File: src/rtl/muldiv_seq.sv
// Sequential 32x32 multiply / restoring divide that borrows a shared external ALU.
// Define MULDIV_SIGNED_EN to add the signed MULT/DIV ops (op 10/11).
module muldiv_seq (
    input  logic        clk,
    input  logic        reset,
    input  logic        start,
    input  logic [1:0]  op,
    input  logic [31:0] rs_val,
    input  logic [31:0] rt_val,
    input  logic [31:0] alu_res,
    output logic [3:0]  alu_ctr,
    output logic [31:0] alu_in1,
    output logic [31:0] alu_in2,
    output logic        busy,
    output logic        done,
    output logic        div_by_zero,
    output logic [31:0] hi,
    output logic [31:0] lo
);

    localparam logic [1:0] IDLE = 2'd0;
    localparam logic [1:0] MUL  = 2'd1;
    localparam logic [1:0] DIV  = 2'd2;
    localparam logic [1:0] DONE = 2'd3;

    localparam logic [3:0] ALU_ADD = 4'b0010;
    localparam logic [3:0] ALU_SUB = 4'b0110;

    logic [1:0]  state_q, state_d;
    logic [5:0]  cnt_q, cnt_d;
    logic [31:0] hi_q, hi_d;
    logic [31:0] lo_q, lo_d;
    logic [31:0] opnd_q, opnd_d;
    logic        dbz_q, dbz_d;
    logic        op_en;
    logic [31:0] a_mag, b_mag;
    logic        carry;
    logic [31:0] step_hi, step_lo;
    logic [31:0] rem_sh;
    logic        qbit;
`ifdef MULDIV_SIGNED_EN
    logic        neg_q, neg_d;
    logic        neg_rem_q, neg_rem_d;
    logic [63:0] prod_neg;
`endif

    always_comb begin
        state_d = state_q;
        cnt_d   = cnt_q;
        hi_d    = hi_q;
        lo_d    = lo_q;
        opnd_d  = opnd_q;
        dbz_d   = dbz_q;
        alu_ctr = ALU_ADD;
        alu_in1 = '0;
        alu_in2 = '0;
        carry   = 1'b0;
        step_hi = hi_q;
        step_lo = lo_q;
        rem_sh  = {hi_q[30:0], lo_q[31]};
        qbit    = 1'b0;
`ifdef MULDIV_SIGNED_EN
        neg_d     = neg_q;
        neg_rem_d = neg_rem_q;
        prod_neg  = '0;
        op_en     = 1'b1;
        a_mag     = (op[1] && rs_val[31]) ? (~rs_val + 32'd1) : rs_val;
        b_mag     = (op[1] && rt_val[31]) ? (~rt_val + 32'd1) : rt_val;
`else
        op_en     = ~op[1];
        a_mag     = rs_val;
        b_mag     = rt_val;
`endif

        case (state_q)
            IDLE: begin
                if (start && op_en) begin
                    cnt_d = '0;
                    dbz_d = 1'b0;
                    hi_d  = '0;
`ifdef MULDIV_SIGNED_EN
                    neg_d     = op[1] & (rs_val[31] ^ rt_val[31]);
                    neg_rem_d = op[1] & rs_val[31];
`endif
                    if (op[0]) begin
                        opnd_d  = b_mag;
                        lo_d    = a_mag;
                        state_d = DIV;
                    end else begin
                        opnd_d  = a_mag;
                        lo_d    = b_mag;
                        state_d = MUL;
                    end
                end
            end

            MUL: begin
                alu_ctr = ALU_ADD;
                alu_in1 = hi_q;
                alu_in2 = opnd_q;
                // The ALU add drops bit 32; it is recovered from unsigned wrap-around.
                if (lo_q[0]) begin
                    carry   = (alu_res < hi_q);
                    step_hi = {carry, alu_res[31:1]};
                    step_lo = {alu_res[0], lo_q[31:1]};
                end else begin
                    step_hi = {1'b0, hi_q[31:1]};
                    step_lo = {hi_q[0], lo_q[31:1]};
                end
                hi_d  = step_hi;
                lo_d  = step_lo;
                cnt_d = cnt_q + 6'd1;
                if (cnt_q == 6'd31) begin
                    state_d = DONE;
`ifdef MULDIV_SIGNED_EN
                    prod_neg = ~{step_hi, step_lo} + 64'd1;
                    if (neg_q) begin
                        hi_d = prod_neg[63:32];
                        lo_d = prod_neg[31:0];
                    end
`endif
                end
            end

            DIV: begin
                if (opnd_q == '0) begin
                    // lo_q still holds the untouched dividend (magnitude).
                    hi_d    = lo_q;
                    lo_d    = '1;
                    dbz_d   = 1'b1;
                    state_d = DONE;
`ifdef MULDIV_SIGNED_EN
                    if (neg_rem_q) begin
                        hi_d = ~lo_q + 32'd1;
                    end
`endif
                end else begin
                    alu_ctr = ALU_SUB;
                    alu_in1 = rem_sh;
                    alu_in2 = opnd_q;
                    if ({hi_q, lo_q[31]} >= {1'b0, opnd_q}) begin
                        step_hi = alu_res;
                        qbit    = 1'b1;
                    end else begin
                        step_hi = rem_sh;
                        qbit    = 1'b0;
                    end
                    step_lo = {lo_q[30:0], qbit};
                    hi_d    = step_hi;
                    lo_d    = step_lo;
                    cnt_d   = cnt_q + 6'd1;
                    if (cnt_q == 6'd31) begin
                        state_d = DONE;
`ifdef MULDIV_SIGNED_EN
                        if (neg_q) begin
                            lo_d = ~step_lo + 32'd1;
                        end
                        if (neg_rem_q) begin
                            hi_d = ~step_hi + 32'd1;
                        end
`endif
                    end
                end
            end

            default: begin
                state_d = IDLE;
            end
        endcase
    end

    always_ff @(posedge clk or negedge reset) begin
        if (!reset) begin
            state_q <= IDLE;
            cnt_q   <= '0;
            hi_q    <= '0;
            lo_q    <= '0;
            opnd_q  <= '0;
            dbz_q   <= 1'b0;
`ifdef MULDIV_SIGNED_EN
            neg_q     <= 1'b0;
            neg_rem_q <= 1'b0;
`endif
        end else begin
            state_q <= state_d;
            cnt_q   <= cnt_d;
            hi_q    <= hi_d;
            lo_q    <= lo_d;
            opnd_q  <= opnd_d;
            dbz_q   <= dbz_d;
`ifdef MULDIV_SIGNED_EN
            neg_q     <= neg_d;
            neg_rem_q <= neg_rem_d;
`endif
        end
    end

    assign busy        = (state_q != IDLE);
    assign done        = (state_q == DONE);
    assign div_by_zero = dbz_q;
    assign hi          = hi_q;
    assign lo          = lo_q;

endmodule

File: config.mk
export PLATFORM = sky130hd
export DESIGN_NAME = muldiv_seq
export DESIGN_NICKNAME = d
export VERILOG_FILES = /design/src/rtl/muldiv_seq.sv
export SDC_FILE = /design/constraint.sdc
export NUM_CORES = 1
export LEC_CHECK = 0
export ABC_AREA = 1
export CORE_MARGIN = 2
export CORE_UTILIZATION = 51
export CTS_CLUSTER_DIAMETER = 40
export DETAILED_ROUTE_END_ITERATION = 8
export PLACE_DENSITY = 0.83
export SLEW_MARGIN = 20
export SYNTH_ARGS = -nofsm -noshare
export SYNTH_HDL_FRONTEND = slang
export SYNTH_SLANG_ARGS = --single-unit
File: constraint.sdc
create_clock -name clk -period 2.9 [get_ports clk]
set_input_delay 0.435 -clock clk [delete_from_list [all_inputs] [get_ports clk]]
set_output_delay 0.435 -clock clk [all_outputs]
set_load 0.02 [all_outputs]
## Yosys cells after proc, flatten, opt, wreduce, memory -nomap -nowiden

Index checks and enable logic that the tools add are counted.

| word-level totals | value |
|---|---|
| output and inout port bits | 135 |
| register bits after elaboration | 105 |
| input bits | 101 |
| logic and storage cells | 56 |

| operators by class | value |
|---|---|
| equal/unequal tests | 7 |
| mux-type cells | 29 |
| reductions and logical operators | 10 |
| bitwise operators | 1 |
| magnitude comparators | 2 |
| $add $sub $neg | 1 |

Operators with widths:

| kind | number |
|---|---|
| two-way mux 32 bit | 11 |
| one-hot mux 32 bit (3 select lines) | 2 |
| one-hot mux 32 bit (2 select lines) | 2 |
| greater-or-equal comparator 33 x 32 -> 1 bit | 1 |
| logical NOT 32 bit | 1 |
| < comparator 32 bit | 1 |
| one-hot mux 6 bit (3 select lines) | 1 |
| two-way mux 6 bit | 2 |
| two-way mux 2 bit | 4 |
| adder 6 x 1 -> 6 bit, second input constant | 1 |
| equality test 6 x 5 -> 1 bit, second input constant | 1 |
| inequality test 2 bit, second input constant | 3 |
| one-hot mux 2 bit (3 select lines) | 1 |
| AND reduction 3 bit | 2 |
| equality test 2 bit, second input constant | 2 |
| two-way mux 4 bit | 1 |
| AND reduction 2 bit | 2 |
| nonzero test 2 bit | 2 |
| two-way mux 1 bit | 3 |
| two-way mux 3 bit | 1 |
| nonzero test 3 bit | 1 |
| equality test 2 x 1 -> 1 bit, second input constant | 1 |
| logical NOT 2 bit | 1 |
| one-hot mux 1 bit (2 select lines) | 1 |
| 2 further kinds | 2 |

## Depth between registers and ports, before layout

Gate-level depths: netlist of run 1.

| depth | value |
|---|---|
| word-level depth | 4 |
| gate-level depth with buffers | 18 |
| gate-level depth less buffers | 17 |

## Least setup slack after synthesis of run 1

No wires, ideal clock.

| timing | value |
|---|---|
| kind | reg-to-output |
| start | register state_q[0] |
| end | output port alu_in1[22] |
| cell stages (with the launch flop) | 9 |
| required time | 2.465 ns |
| arrival time | 1.924 ns |
| path buffers | 2 |
| slack | 0.541 ns |
| cell sequence | dfrtp_1 -> inv_1 -> ha_1 -> inv_1 -> nor2_1 -> buf_6 -> buf_2 -> nand2_1 -> a21oi_1 |

| between the ends | value |
|---|---|
| cells in the longest elaborated chain, start to end | 2 |
| elaborated cells between the ends (all ways) | 3 |
| classes of those cells | 2 x eq/ne; 1 x mux |

Ends and longest elaborated chain:

| item | RTL line | text |
|---|---|---|
| from (decl) | 29 | `logic [1:0] state_q, state_d;` |
| from (signal assigned) | 185 | `state_q <= state_d;` |
| equality test 2 bit or equality test 2 x 1 -> 1 bit (tied branches) | 75 | `case (state_q)` |
| one-hot mux 32 bit (2 select lines) (*) | 75 |  |
| to (decl) | 12 | `output logic [31:0] alu_in1,` |

Mark *: on every way between the ends. The rest lies on a longest branch, timed or not.

## Final worst setup path of run 1

| timing | value |
|---|---|
| start | register state_q[0] |
| end | output port alu_ctr[2] |

| between the ends | value |
|---|---|
| cells in the longest elaborated chain, start to end | 2 |

Ends and longest elaborated chain:

| item | RTL line | text |
|---|---|---|
| equality test 2 bit | 75 |  |
| two-way mux 4 bit | 75 |  |
| to (decl) | 11 | `output logic [3:0] alu_ctr,` |

Every way passes these cells.

==> qor.csv, run 1 <==
metric;value;unit
initial antenna violation count;0;
post-synth cell types;34;
Mapped Area;9030;sq um
port bufs;232;
Achievable Freq;361;MHz
Critical Path AT;2.34;ns
max_slew headroom;50.4;%
CTS Buffer Depth;2;
worst slew pin tran;0.744;ns
total CTS buffers;9;
HPWL after DPL;23400;um
leak pwr;6.42;nW
clock slew at reported path FFs;0.07;ns
synthesized area per cell;6.43;sq um
Period Utilization, post-route;95.6;%
clk_lat worst skew;0.36;ns
post-layout util;69.4;%
Reg2Reg Setup Slack;0.45;ns
drt pass-1 iters;6;
post-synthesis sequential area ratio;29.1;%
GRT Total Usage;34.6;%
number of routed nets with antenna violations;0;
Comb power frac;66.9;%
Final Instance Area;12000;sq um
most common cell in the netlist;nand2_1;
Clock Skew;0.0111;ns
status;complete, no violations;
Boundary Pins;236;
DR vias;10600;
pin count of the biggest net entering global routing;106;
Mapped Cells;1405;
# setup viols final;0;
NetSw;7.38;mW
RSZ-0062 raised after global routing;no;
fin crit period;2.77;ns
Min-Delay Path Class;in -> async;
placed cell area;11600;sq um
Critical R2R Capture;hi[31]$_DFFE_PN0P_;
synth cell count leaders;nand2_1 (433), inv_1 (180), o21ai_0 (139);
Worst Setup End Kind;primary output;
Initial Utilization;52.2;%
slack of the critical path;0.127;ns
routed wire length;32500;um
clk sinks;105;
FF+latch count, synth;105;
Startpoint Class;flip-flop;
dominant synthesized flop cell;dfrtp_1;
Seq pwr share;22.2;%
synth top area cells;dfrtp_1 (29%), nand2_1 (18%), ha_1 (9.6%), o21ai_0 (7.7%), inv_1 (7.5%);
1st-iter DRT viols;973;
die width;137;um
ratio of cells with drive above 1 in the final layout;5.85;%
Area Overhead vs Synth;32.8;%
Internal;6.48;mW
core area;17300;sq um
clock share of power;10.9;%
Worst VDD drop;988;uV
fin. max-slew vios;0;
Hold Vio Cnt, Final;0;
Synth warnings;0;
pre-CTS setup slack;0.134;ns
FF-to-FF Start;opnd_q[16]$_DFFE_PN0P_;
vias in the first global route;9900;
RePlAce Congestion;0.985;
Post-synth EDFFs;0;
# rows;48;
grt total ovfl;0;
Worst Reg-to-Reg Cells;15;
DR DRC count;0;
TNS Setup;0;ns
first-pass GRT wire length;50900;um
Total Die Area;18800;sq um
cell taking the most area after synthesis;dfrtp_1;
diode count;0;
CTS tree;done;
drt wl/cell;17.7;um
Final #Nets;1772;
Max Cap Viol;0;
H-tree levels;3;
average vias per placed instance;5.76;
worst endpoint required time;2.47;ns
top cell type's share of synthesized area;29.1;%
asr flop ratio synth;100;%
Clock Tree Root;clkbuf_16;
CP Class;reg -> out;
die height;137;um
Sw Share;53.2;%
worst-path fanout max;36;
power per cell area;1150;nW/um^2
## repair_timing
item                                    CTS  global route
resized for setup                        44            64
setup buffers                             2             0
pin swaps                                 0             4
endpoints found under the setup margin   65            59
hold buffers                              0             0
## registers in the layout, indices dropped and copies added, names as in the netlist
name and flops:
opnd_q 32, cnt_q 6, div_by_zero 1, lo 32
state_q 2, hi 32
## critical path, stage by stage (launching register included)
cell             delay [ns]
dfrtp_1                0.42
inv_1                  0.15
ha_1                   0.19
inv_1                  0.09
nor2_4                 0.23
buf_12                 0.25
clkdlybuf4s50_1        0.64
## area by class of cell
cell class              instances  area (sq um)
fillers                      1499          5300
multi-input cells            1027          5360
well taps                     225           282
flip-flops and latches        105          2630
clock inverters                 5           128
clock buffers                  11           233
repair buffers                270          2660
inverters                     189           711
## routing by layer
| metal | global-route usage [%] | routed length (um) | vias up |
|---|---|---|---|
| li1 | - | - | 4994 |
| met3 | 7.44 | 3240 | 77 |
| met1 | 45.5 | 13000 | 4863 |
| met4 | 12.4 | 947 | 0 |
| met5 | 0 | 0 | - |
| met2 | 56.1 | 15300 | 616 |
## layout by cell type, fill, tap and decap left out, types with 17 or more instances in the layout
cell / netlist / final
a21oi_1: 93 / 93
buf_4: 6 / 32
clkdlybuf4s50_1: 0 / 166
dfrtp_1: 105 / 105
dlygate4sd2_1: 0 / 19
dlymetal6s2s_1: 0 / 31
ha_1: 69 / 68
inv_1: 180 / 178
nand2_1: 433 / 433
nand3_1: 104 / 104
nor2_1: 57 / 52
o211ai_1: 57 / 57
o21ai_0: 139 / 139
o21ai_1: 18 / 18
o22ai_1: 17 / 17
## power groups by stage
stage | Clock [mW] | Sequential [mW] | Combinational (mW)
2_1_floorplan | 0 | 3.25 | 5.38
3_3_place_gp | 0 | 3.01 | 8.93
3_5_place_dp | 0 | 3.03 | 9.13
4_1_cts | 1.51 | 3.03 | 9.13
5_1_grt | 1.58 | 3.15 | 10.2
6_report | 1.51 | 3.07 | 9.28
## worst max path at each step
stage | startpoint | end | slack [ns] | cells past startpoint
2_1_floorplan | state_q[0]$_DFFE_PN0P_ | alu_in1[22] | 0.54 | 8
3_3_place_gp | opnd_q[4]$_DFFE_PN0P_ | alu_in2[18] | 0.23 | 8
3_5_place_dp | opnd_q[29]$_DFFE_PN0P_ | alu_in2[28] | 0.13 | 8
4_1_cts | state_q[0]$_DFFE_PN0P_ | alu_in1[15] | -0.05 | 8
5_1_grt | state_q[0]$_DFFE_PN0P_ | alu_in1[0] | 0.004 | 8
6_report | state_q[0]$_DFFE_PN0P_ | alu_ctr[2] | 0.13 | 6
## cell families (layout without fill, tap and decap cells)
group	Yosys count	in the layout	synth area share, %
xor+xnor	3	3	0.291
buf+inv	274	475	12.4
flops	105	105	29.1
fa+ha+maj	69	69	9.56
other cells	2	3	0.0831
simple gates	619	619	28.0
compound gates	333	333	20.6
## per-stage QoR
stage / total power [mW] / hold WS, ns / instances
after floorplan: 8.63 / 0.139 / 1406
after global placement: 11.9 / 0.498 / 1814
after detailed placement: 12.2 / 0.498 / 1814
after CTS: 13.7 / 0.178 / 1832
after global routing: 14.9 / 0.189 / 1832
final: 13.9 / 0.143 / 1832
(Power assumes the default switching activity.)
==> inputs of run 2 (changes only) <==
CELL_PAD_IN_SITES_DETAIL_PLACEMENT = 1   (was not set)
CELL_PAD_IN_SITES_GLOBAL_PLACEMENT = 1   (was not set)
CORE_UTILIZATION = 38   (was 51)
CTS_BUF_LIST = sky130_fd_sc_hd__clkbuf_4   (was not set)
PLACE_DENSITY = not set   (was 0.83)
PLACE_DENSITY_LB_ADDON = 0.1   (was not set)
==> qor.csv, run 2 (synthesis gave the netlist of run 1 again) <==
metric;value;unit
FF/Latch Area;2630;sq um
HPWL after DPL;29000;um
Clock Skew;0.0239;ns
placed cell area;11800;sq um
clk_lat worst skew;0.54;ns
drt wl/cell;20.9;um
worst-path fanout max;6;
port bufs;232;
initial antenna violation count;1;
TNS Setup;-1.27;ns
slack of the critical path;-0.0694;ns
Internal;6.15;mW
routed wire length;41000;um
Hold Vio Cnt, Final;0;
total CTS buffers;9;
Sw Share;57.1;%
grt total ovfl;0;
NetSw;8.19;mW
max_slew headroom;54.1;%
DR vias;10900;
CTS tree;done;
Final Instance Area;12300;sq um
placed cell count;1917;
clock share of power;6.1;%
worst slew pin tran;0.688;ns
CP Class;reg -> out;
drt pass-1 iters;5;
Startpoint Class;flip-flop;
die height;158;um
status;finished with violations;
Critical Path AT;2.53;ns
most common cell after layout, fill and taps aside;nand2_1;
fin. max-slew vios;0;
CTS Buffer Depth;2;
power per cell area;1160;nW/um^2
die width;158;um
DR DRC count;0;
clk sinks;105;
1st-iter DRT viols;874;
Worst Setup End Kind;primary output;
GRT Total Usage;32.4;%
Worst VDD drop;612;uV
Period Utilization, post-route;102;%
leak pwr;6.01;nW
most frequent cells in the layout;nand2_1 (431), inv_1 (173), clkdlybuf4s50_1 (165);
Max Cap Viol;0;
ratio of cells with drive above 1 in the final layout;12.9;%
RePlAce Congestion;0.867;
# setup viols final;23;
number of routed nets with antenna violations;0;
worst endpoint required time;2.47;ns
Boundary Pins;236;
Clock Tree Root;clkbuf_4;
Multi-input gate area;5470;sq um
Min-Delay Path Class;in -> async;
# rows;56;
pin count of the biggest net entering global routing;67;
RSZ-0062 raised after global routing;yes;
Total Die Area;25000;sq um
Seq pwr share;21.6;%
vias in the first global route;10900;
average vias per placed instance;5.57;
Initial Utilization;38.6;%
core area;23400;sq um
Achievable Freq;337;MHz
clock slew at reported path FFs;0.22;ns
first-pass GRT wire length;62000;um
Fill cells;3106;
Comb power frac;72.3;%
Final #Nets;1811;
failing checks;setup timing;
H-tree levels;3;
fin crit period;2.97;ns
Finished Layout Cells;1966;
Area Overhead vs Synth;36.5;%
run 2: cell types whose count changed in the layout (fill, tap and decap cells not counted), moves of 6 or more:
cell	before	now
buf_4	32	61
buf_2	1	8
clkbuf_16	9	3
nor2_2	4	21
nor2_1	52	31
buf_6	2	28
clkbuf_2	13	24
dlygate4sd2_1	19	1
clkbuf_4	0	9
dlymetal6s2s_1	31	0
run 2: worst paths after layout:
check                      depth (start not counted)  slack [ns]                    to                    from
setup / recovery                                  11       -0.07           alu_in2[16]  opnd_q[12]$_DFFE_PN0P_
hold / removal                                     2        0.43  cnt_q[3]$_DFFE_PN0P_                   reset
setup reg to reg                                  20        0.12    hi[27]$_DFFE_PN0P_  opnd_q[12]$_DFFE_PN0P_
hold reg to reg                                    1        0.53  cnt_q[0]$_DFFE_PN0P_    cnt_q[0]$_DFFE_PN0P_
max in group asynchronous                          4        1.53     hi[1]$_DFFE_PN0P_                   reset
min in group clk                                   1        0.53  cnt_q[0]$_DFFE_PN0P_    cnt_q[0]$_DFFE_PN0P_
run 2: layout make-up:
cell class	count	share of cell area [%]
multi-input combinational	1028	44.3
timing repair buffer	307	24.0
sequential	105	21.3
inverter	189	5.86
tap	319	3.24
clock inverter	7	0.659
clock buffer	9	0.548
timing repair inverter	1	0.0710
antenna	1	0.0203
run 2: per-stage QoR:
step | util, % | hold WS (ns) | power (mW) | setup slack [ns]
floorplan | - | 0.139 | 8.63 | 0.541
global placement | 50.5 | 0.495 | 12.6 | 0.212
detailed placement | 50.5 | 0.499 | 12.9 | 0.153
CTS | 51.0 | 0.433 | 13.7 | -0.0719
global route | 52.7 | 0.442 | 15.4 | -0.135
finish | 52.7 | 0.431 | 14.3 | -0.0694
run 2: timing repair:
action / in CTS / in global routing
setup buffers: 10 / 18
pin swaps: 0 / 6
gates cloned: 0 / 5
endpoints found under the hold margin: 44 / 0
setup endpoints to repair: 65 / 119
hold buffers: 1 / 0
gates resized for setup: 191 / 141
run 2: power groups by stage:
stage / sequential, mW / combinational [mW] / clock, mW
floorplan: 3.25 / 5.38 / 0
global placement: 3.04 / 9.55 / 0
detailed placement: 3.07 / 9.82 / 0
CTS: 3.05 / 9.79 / 0.880
global route: 3.18 / 11.3 / 0.932
finish: 3.10 / 10.4 / 0.872
run 2: critical path, cell delays in order, from the launching register on:
cell	delay (ns)
dfrtp_1	0.41
inv_2	0.12
nand4_1	0.17
nor2_2	0.21
nand3_2	0.13
nor2_4	0.16
nor2_4	0.08
o21ai_4	0.23
buf_6	0.20
buf_6	0.12
nor2_2	0.04
buf_6	0.13
run 2: routing by layer:
metal	GRT usage [%]	vias to the layer above	wire (um)
met3	5.47	50	2960
met5	0	-	0
met1	44.1	5393	18100
li1	-	5078	-
met2	53.3	428	19300
met4	8.41	0	746
==> inputs of run 3 (changes only) <==
CORE_ASPECT_RATIO = 1.1   (was not set)
==> qor.csv, run 3 (synthesis gave the netlist of run 1 again) <==
metric;value;unit
clk_lat worst skew;0.51;ns
Critical Path AT;2.42;ns
average vias per placed instance;5.55;
Boundary Pins;236;
clock share of power;6.5;%
total CTS buffers;9;
Period Utilization, post-route;98.6;%
Initial Utilization;38.5;%
Hold Vio Cnt, Final;2;
initial antenna violation count;1;
RePlAce Congestion;0.897;
placed cell count;1900;
Clock Skew;0.0189;ns
NetSw;7.91;mW
Startpoint Class;flip-flop;
# rows;59;
leak pwr;5.92;nW
H-tree levels;3;
Worst VDD drop;848;uV
Comb power frac;71.7;%
Max stage delay cell, worst path;dfrtp_1;
DR DRC count;0;
drt wl/cell;20.6;um
Min-Delay Path Class;in -> async;
Hold Buf Count CTS;0;
Cell Chain, Critical Path;inv_1 -> nand4_1 -> nor2_2 -> nand3_2 -> nor2_4 -> nor2_4 -> o21ai_4 -> buf_12 -> buf_12 -> buf_6 -> nor2_2 -> buf_6;
Clock Tree Root;clkbuf_4;
routed wire length;39700;um
ratio of cells with drive above 1 in the final layout;9.92;%
failing checks;hold timing;
fin. max-slew vios;0;
die width;151;um
pre-CTS setup slack;0.129;ns
worst-path fanout max;7;
worst endpoint required time;2.47;ns
TNS Setup;0;ns
clock slew at reported path FFs;0.21;ns
RSZ-0062 raised after global routing;yes;
max_slew headroom;40.1;%
power per cell area;1170;nW/um^2
Total Die Area;25000;sq um
slack of the critical path;0.0402;ns
clk sinks;105;
port bufs;232;
HPWL after DPL;28500;um
number of routed nets with antenna violations;0;
Max Cap Viol;0;
Final #Nets;1788;
GRT Total Usage;31.7;%
worst slew pin tran;0.899;ns
Worst path max stage delay;0.42;ns
# setup viols final;0;
grt total ovfl;0;
CP Class;reg -> out;
vias in the first global route;11000;
core area;23500;sq um
Area Overhead vs Synth;32.0;%
status;finished with violations;
first-pass GRT wire length;61700;um
post-layout util;50.8;%
Achievable Freq;350;MHz
pin count of the biggest net entering global routing;70;
most frequent cells in the layout;nand2_1 (433), inv_1 (178), clkdlybuf4s50_1 (165);
Sw Share;56.5;%
Worst Setup End Kind;primary output;
1st-iter DRT viols;684;
most common cell after layout, fill and taps aside;nand2_1;
CTS tree;done;
DR vias;10700;
drt pass-1 iters;5;
fin crit period;2.86;ns
Seq pwr share;21.9;%
minimum hold slack;-0.00507;ns
CTS Buffer Depth;2;
Finished Layout Cells;1929;
die height;166;um
Internal;6.09;mW
-- run 3: routing by layer --
metal	track usage (%)	share of wire, %	vias up	wire length (um)
li1	-	-	5018	-
met1	43.3	44	5271	17400
met2	52.3	48	347	19100
met3	3.22	5.4	65	2140
met4	10.2	2.8	0	1110
met5	0	0	-	0
-- run 3: path summary, 6_finish.rpt --
check | from | end | slack, ns | depth (start not counted)
max in group asynchronous | reset | opnd_q[21]$_DFFE_PN0P_ | 2.10 | 2
min in group clk | cnt_q[0]$_DFFE_PN0P_ | cnt_q[0]$_DFFE_PN0P_ | 0.54 | 1
setup reg to reg | hi[7]$_DFFE_PN0P_ | hi[21]$_DFFE_PN0P_ | 0.35 | 14
setup / recovery | opnd_q[20]$_DFFE_PN0P_ | alu_in2[27] | 0.04 | 12
hold / removal | reset | cnt_q[0]$_DFFE_PN0P_ | -0.005 | 1
hold reg to reg | cnt_q[0]$_DFFE_PN0P_ | cnt_q[0]$_DFFE_PN0P_ | 0.54 | 1
-- run 3: cell type report --
class	instances	area (sq um)
Clock buffer	9	67.6
Sequential cell	105	2630
Multi-Input combinational cell	1027	5380
Tap cell	305	382
Inverter	189	711
Fill cell	3156	11600
Timing Repair Buffer	286	2670
Clock inverter	7	85.1
Antenna cell	1	2.50
-- run 3: critical path, delay by kind of cell, from the launching register on --
kind                   cells  cell delay (ns)
AND/OR/NAND/NOR            6             0.76
buffers and inverters      5             0.58
flip-flops                 1             0.42
AO/OA/AOI/OAI              1             0.15
-- run 3: what timing repair did --
action,in CTS,in global routing
endpoints found under the setup margin,65,65
gates resized for setup,163,79
pin swaps,4,2
cloned,2,1
buffers inserted,4,5
-- run 3: power by group through the flow --
stage	registers [mW]	clock network, mW	logic [mW]
3_5_place_dp	3.05	0	9.73
3_3_place_gp	3.02	0	9.46
6_report	3.06	0.903	10.0
5_1_grt	3.16	0.956	11.0
4_1_cts	3.04	0.904	9.91
2_1_floorplan	3.25	0	5.38
-- run 3: through the flow --
step / area [sq um] / hold WS (ns) / total power, mW
6_report: 11900 / -0.00507 / 14.0
5_1_grt: 11900 / 0.0440 / 15.1
4_1_cts: 12000 / 0.0232 / 13.9
3_5_place_dp: 11800 / 0.509 / 12.8
3_3_place_gp: 11800 / 0.502 / 12.5
2_1_floorplan: 9040 / 0.139 / 8.63
